**src/rtl/gpio_dbus_slave.sv**
```systemverilog
// GPIO slave on the data bus: output data, direction, two-flop input synchronizer.
// Define GPIO_IRQ_EN to add edge-triggered interrupts (IRQ_EN/IRQ_POL/IRQ_STATUS, gpio_irq_o).

package gpio_dbus_pkg;
  typedef struct packed {
    logic [31:0] addr;
    logic [31:0] w_data;
    logic [3:0]  sel_byte;
    logic        req;
    logic        w_en;
  } type_dbus2peri_s;

  typedef struct packed {
    logic [31:0] r_data;
    logic        ack;
  } type_peri2dbus_s;
endpackage

// state  | meaning
// S_IDLE | waiting for req & gpio_sel_i; write commits on the edge leaving here
// S_ACK  | ack high for one cycle with registered r_data
module gpio_dbus_slave
  import gpio_dbus_pkg::*;
#(
  parameter int GPIO_WIDTH = 16
) (
  input  logic                  rst_n,
  input  logic                  clk,
  input  type_dbus2peri_s       dbus2peri_i,
  input  logic                  gpio_sel_i,
  output type_peri2dbus_s       gpio2dbus_o,
  input  logic [GPIO_WIDTH-1:0] gpio_in_i,
  output logic [GPIO_WIDTH-1:0] gpio_out_o,
  output logic [GPIO_WIDTH-1:0] gpio_oe_o,
  output logic                  gpio_irq_o
);

  typedef enum logic {S_IDLE, S_ACK} state_e;

  localparam logic [2:0] A_DATA_IN    = 3'd0;
  localparam logic [2:0] A_DATA_OUT   = 3'd1;
  localparam logic [2:0] A_DIR        = 3'd2;
  localparam logic [2:0] A_IRQ_EN     = 3'd3;
  localparam logic [2:0] A_IRQ_POL    = 3'd4;
  localparam logic [2:0] A_IRQ_STATUS = 3'd5;

  state_e                state;
  logic [GPIO_WIDTH-1:0] sync1, sync2;
  logic [GPIO_WIDTH-1:0] wr_mask, wr_val;
  logic                  acc, wr;
  logic [2:0]            idx;
  logic [31:0]           rd_val;
  logic                  unused_bits;

`ifdef GPIO_IRQ_EN
  logic [GPIO_WIDTH-1:0] sync3, irq_en, irq_pol, irq_status, edge_evt, w1c;
`endif

  assign acc         = (state == S_IDLE) && dbus2peri_i.req && gpio_sel_i;
  assign wr          = acc && dbus2peri_i.w_en;
  assign idx         = dbus2peri_i.addr[4:2];
  assign wr_val      = dbus2peri_i.w_data[GPIO_WIDTH-1:0];
  assign unused_bits = ^dbus2peri_i;

  for (genvar g = 0; g < GPIO_WIDTH; g++) begin : g_mask
    assign wr_mask[g] = dbus2peri_i.sel_byte[g/8];
  end

  always_comb begin
    rd_val = '0;
    case (idx)
      A_DATA_IN:    rd_val = 32'(sync2);
      A_DATA_OUT:   rd_val = 32'(gpio_out_o);
      A_DIR:        rd_val = 32'(gpio_oe_o);
`ifdef GPIO_IRQ_EN
      A_IRQ_EN:     rd_val = 32'(irq_en);
      A_IRQ_POL:    rd_val = 32'(irq_pol);
      A_IRQ_STATUS: rd_val = 32'(irq_status);
`endif
      default:      rd_val = '0;
    endcase
  end

  always_ff @(posedge clk or negedge rst_n) begin
    if (!rst_n) begin
      state       <= S_IDLE;
      gpio2dbus_o <= '0;
      gpio_out_o  <= '0;
      gpio_oe_o   <= '0;
`ifdef GPIO_IRQ_EN
      irq_en      <= '0;
      irq_pol     <= '0;
`endif
    end else begin
      gpio2dbus_o.ack    <= 1'b0;
      gpio2dbus_o.r_data <= '0;
      case (state)
        S_IDLE: begin
          if (acc) begin
            state              <= S_ACK;
            gpio2dbus_o.ack    <= 1'b1;
            gpio2dbus_o.r_data <= dbus2peri_i.w_en ? '0 : rd_val;
            if (wr) begin
              case (idx)
                A_DATA_OUT: gpio_out_o <= (gpio_out_o & ~wr_mask) | (wr_val & wr_mask);
                A_DIR:      gpio_oe_o  <= (gpio_oe_o & ~wr_mask) | (wr_val & wr_mask);
`ifdef GPIO_IRQ_EN
                A_IRQ_EN:   irq_en     <= (irq_en & ~wr_mask) | (wr_val & wr_mask);
                A_IRQ_POL:  irq_pol    <= (irq_pol & ~wr_mask) | (wr_val & wr_mask);
`endif
                default: ;
              endcase
            end
          end
        end
        S_ACK:   state <= S_IDLE;
        default: state <= S_IDLE;
      endcase
    end
  end

  always_ff @(posedge clk or negedge rst_n) begin
    if (!rst_n) begin
      sync1 <= '0;
      sync2 <= '0;
`ifdef GPIO_IRQ_EN
      sync3 <= '0;
`endif
    end else begin
      sync1 <= gpio_in_i;
      sync2 <= sync1;
`ifdef GPIO_IRQ_EN
      sync3 <= sync2;
`endif
    end
  end

`ifdef GPIO_IRQ_EN
  assign edge_evt = (sync2 & ~sync3 & irq_pol) | (~sync2 & sync3 & ~irq_pol);
  assign w1c      = (wr && idx == A_IRQ_STATUS) ? (wr_val & wr_mask) : '0;

  // OR-ing the set term after the clear lets a same-cycle edge win over W1C.
  always_ff @(posedge clk or negedge rst_n) begin
    if (!rst_n) begin
      irq_status <= '0;
      gpio_irq_o <= 1'b0;
    end else begin
      irq_status <= (irq_status & ~w1c) | (edge_evt & irq_en);
      gpio_irq_o <= |(irq_status & irq_en);
    end
  end
`else
  assign gpio_irq_o = 1'b0;
`endif

endmodule
```
**config.mk**
```make
export PLATFORM = sky130hd
export DESIGN_NAME = gpio_dbus_slave
export DESIGN_NICKNAME = d
export VERILOG_FILES = /design/src/rtl/gpio_dbus_slave.sv
export SDC_FILE = /design/constraint.sdc
export NUM_CORES = 1
export LEC_CHECK = 0
export BUFFER_PORTS_ARGS = -buffer_cell sky130_fd_sc_hd__buf_2
export CORE_MARGIN = 2
export CORE_UTILIZATION = 41
export DETAILED_ROUTE_END_ITERATION = 7
export GPL_ROUTABILITY_DRIVEN = 0
export PLACE_DENSITY = 0.85
export RECOVER_POWER = 100
export SYNTH_ARGS = -nofsm -noshare
export SYNTH_HDL_FRONTEND = slang
export SYNTH_SLANG_ARGS = --single-unit
```
**constraint.sdc**
```tcl
create_clock -name clk -period 1.6 [get_ports clk]
set_input_delay 0.08 -clock clk [delete_from_list [all_inputs] [get_ports clk]]
set_output_delay 0.08 -clock clk [all_outputs]
set_load 0.02 [all_outputs]
```
==> results.toml <==
[outcome]
status = "finished clean"

[floorplanning]
ioPinCount = 155
die_h_um = 90.5
die_area_sq_um = 8190
num_rows = 31
core_area_sq_um = 7250
die_w_um = 90.5
start_util_pct = 42.3

[power]
power.share.clock_pct = 30.6
power_density_nw_per_um2 = 1020
combPwrFrac_pct = 15.8
p_leak_nw = 1.99
p_sw_share_pct = 27.6
p_seq_share_pct = 53.6
p_int_mw = 3.08
ir_worst_vdd_uv = 499
switching_power_mw = 1.17

[cells_and_area]
n_fill_cell = 620
post-route-util_pct = 57.5
diodes = 0
final_cells = 447
area_growth_pct = 36.0
nets = 433
drive_above_1_share_pct = 30.5

[grt]
track_usage_pct = 17.3
grt_max_degree = 42
grt_pass1_vias = 2228
antenna_found_initial = 0
grt_pass1_wl_mm = 11.0
overflow = 0

[worst_setup_path]
criticalPathCategory = "reg -> reg"
critPathArrivalTime_ns = 1.79
startpoint = "gpio2dbus_o[0]"
worstPathBufferInverterCount = 2
path_max_fanout = 8
slowest_delay_ns = 0.38
critPathLaunchType = "flop"
worstPathCellList = "nand4bb_1 -> buf_6 -> nor4_4 -> buf_12 -> mux2_2"
cp_slowest_cell = "dfrtp_1"
crit_family = "simple AND/OR/NAND/NOR gates"
r2r-start = "gpio2dbus_o[0]"
required_ns = 1.83
cp-end-kind = "flop"

[synth]
synthAdderAreaFrac_pct = 0
ys_ff_latch = 81
yosysWarnings = 0
synthMuxAreaShare_pct = 17.0
synth_compound_area_share_pct = 4.48
syn_avg_cell_area_sq_um = 14.9
yosysUniqueCellTypes = 21
synth_xor_xnor_area_share_pct = 0
synthCells = 206
ys_seq_area_share_pct = 66.0
syn-cell-area_sq_um = 3070
synth_top_family_by_area = "multiplexers"
synth-simple-area-share_pct = 6.48

[routing]
vias = 2092
avgRoutedWirePerCell_um = 15.4
drt_pass1_iterations = 4
antenna_left = 0
drc = 0
drt_iter0_drc = 89
viasPerCell = 4.68
routed_wl_mm = 6.90

[timing]
period_share_pct = 97.8
hold_viol = 0
worstMarginPinSlew_ns = 0.564
grt_setup_unrepaired = "yes"
max_slew_margin_pct = 62.4
skew_ns = 0.0124
holdWs_ns = 0.148
setup_violations = 0
min_period_ns = 1.56
slew_viol_final = 0
max_freq_mhz = 639

[place]
dp_hpwl_mm = 4.44
dp_cells = 397
port_buffers = 90

[clock_tree]
post-cts-setup-buffers = 0
clock_latency_ns = 0.34
htreeDepth = 3
cts_max_path_buffers = 2
cts_tree = "built"
clk_pin_slew_ns = 0.08
numCtsBuffers = 9
root_buffer = "clkbuf_8"
cts.sinks = 81

[job]
max-cap-violations = 0

[hold_path]
hold_class = "in -> async"
-- cell type report --
class | instances | area [sq um] | area share, %
flip-flops and latches | 81 | 2030 | 48.6
clock buffers | 11 | 141 | 3.39
repair buffers | 138 | 887 | 21.3
clock inverters | 4 | 28.8 | 0.690
well taps | 99 | 124 | 2.97
multi-input cells | 113 | 961 | 23.0
inverters | 1 | 3.75 | 0.0900
-- power by group through the flow --
stage | sequential (mW) | combinational, mW | clock (mW)
global route | 2.30 | 0.727 | 1.44
global placement | 2.31 | 0.609 | 0
finish | 2.28 | 0.673 | 1.30
detailed placement | 2.32 | 0.623 | 0
floorplan | 2.43 | 0.275 | 0
CTS | 2.28 | 0.690 | 1.34
-- through the flow --
step | total power, mW | TNS [ns] | worst slack [ns] | instance area, sq um
after detailed placement | 2.94 | -0.527 | -0.0402 | 3690
after CTS | 4.31 | 0 | 0.0290 | 4210
after floorplan | 2.70 | -0.311 | -0.0194 | 3130
after global placement | 2.92 | -0.0189 | -0.00441 | 3690
after global routing | 4.47 | -0.00463 | -0.00251 | 4170
final | 4.26 | 0 | 0.0354 | 4170
-- cell usage after synthesis (all sizes together) --
library cell,n,area (sq um)
nor2b,1,6.26
clkbuf,4,15.0
nor4,2,42.5
nand4bb,1,11.3
nor3,2,32.5
a2bb2oi,13,114
conb,1,3.75
nand2b,1,6.26
nand2,6,22.5
mux2i,16,160
inv,1,3.75
dfrtp,81,2030
a211o,1,8.76
mux2,32,360
buf,23,163
nor2,14,52.6
or2,3,18.8
or3,1,6.26
a21oi,3,15.0
-- final timing paths --
| kind | cells past startpoint | slack, ns | endpoint |
|---|---|---|---|
| setup / recovery | 5 | 0.04 | flop |
| hold / removal | 2 | 0.15 | sync2[8] |
| setup reg to reg | 5 | 0.04 | flop |
| hold reg to reg | 0 | 0.34 | sync2[8] |
| max in group asynchronous | 3 | 0.57 | asynchronous set/reset pin |
| min in group clk | 3 | 0.22 | gpio2dbus_o[3] |
-- worst reg2reg max path, delay by kind of cell, from the launching register on --
| kind | cells | cell delay [ns] |
|---|---|---|
| simple gates | 2 | 0.40 |
| flops | 1 | 0.38 |
| buf+inv | 2 | 0.35 |
| mux | 1 | 0.34 |
-- what timing repair did --
action,4_1_cts,5_1_grt
hold buffers,35,0
setup endpoints to repair,16,17
pin swaps,2,1
hold endpoints to repair,130,0
resized for setup,0,11
-- cells by family after synthesis --
| logic type | Yosys count |
|---|---|
| flip-flops | 81 |
| other | 1 |
| AND/OR/NAND/NOR | 31 |
| buffers and inverters | 28 |
| AO/OA/AOI/OAI | 17 |
| multiplexers | 48 |
-- cell usage in the layout (no fill, tap or decap), types with 4 or more instances in the layout --
cell type,n
mux2_2,21
buf_4,6
mux2_4,10
nand2_1,6
clkbuf_1,51
clkbuf_8,10
a2bb2oi_1,13
buf_12,4
buf_2,39
conb_1,17
dlygate4sd3_1,35
nor2_1,14
dfrtp_1,81
mux2i_1,16
-- layer usage --
metal / part of all wire, % / vias to the layer above / GRT usage (%)
li1: - / 949 / -
met1: 42 / 1059 / 20.5
met2: 52 / 74 / 30.5
met3: 5.5 / 10 / 4.09
met4: 1.1 / 0 / 6.15
met5: 0 / - / 0
No activity file was read; power rests on OpenSTA's default activity.
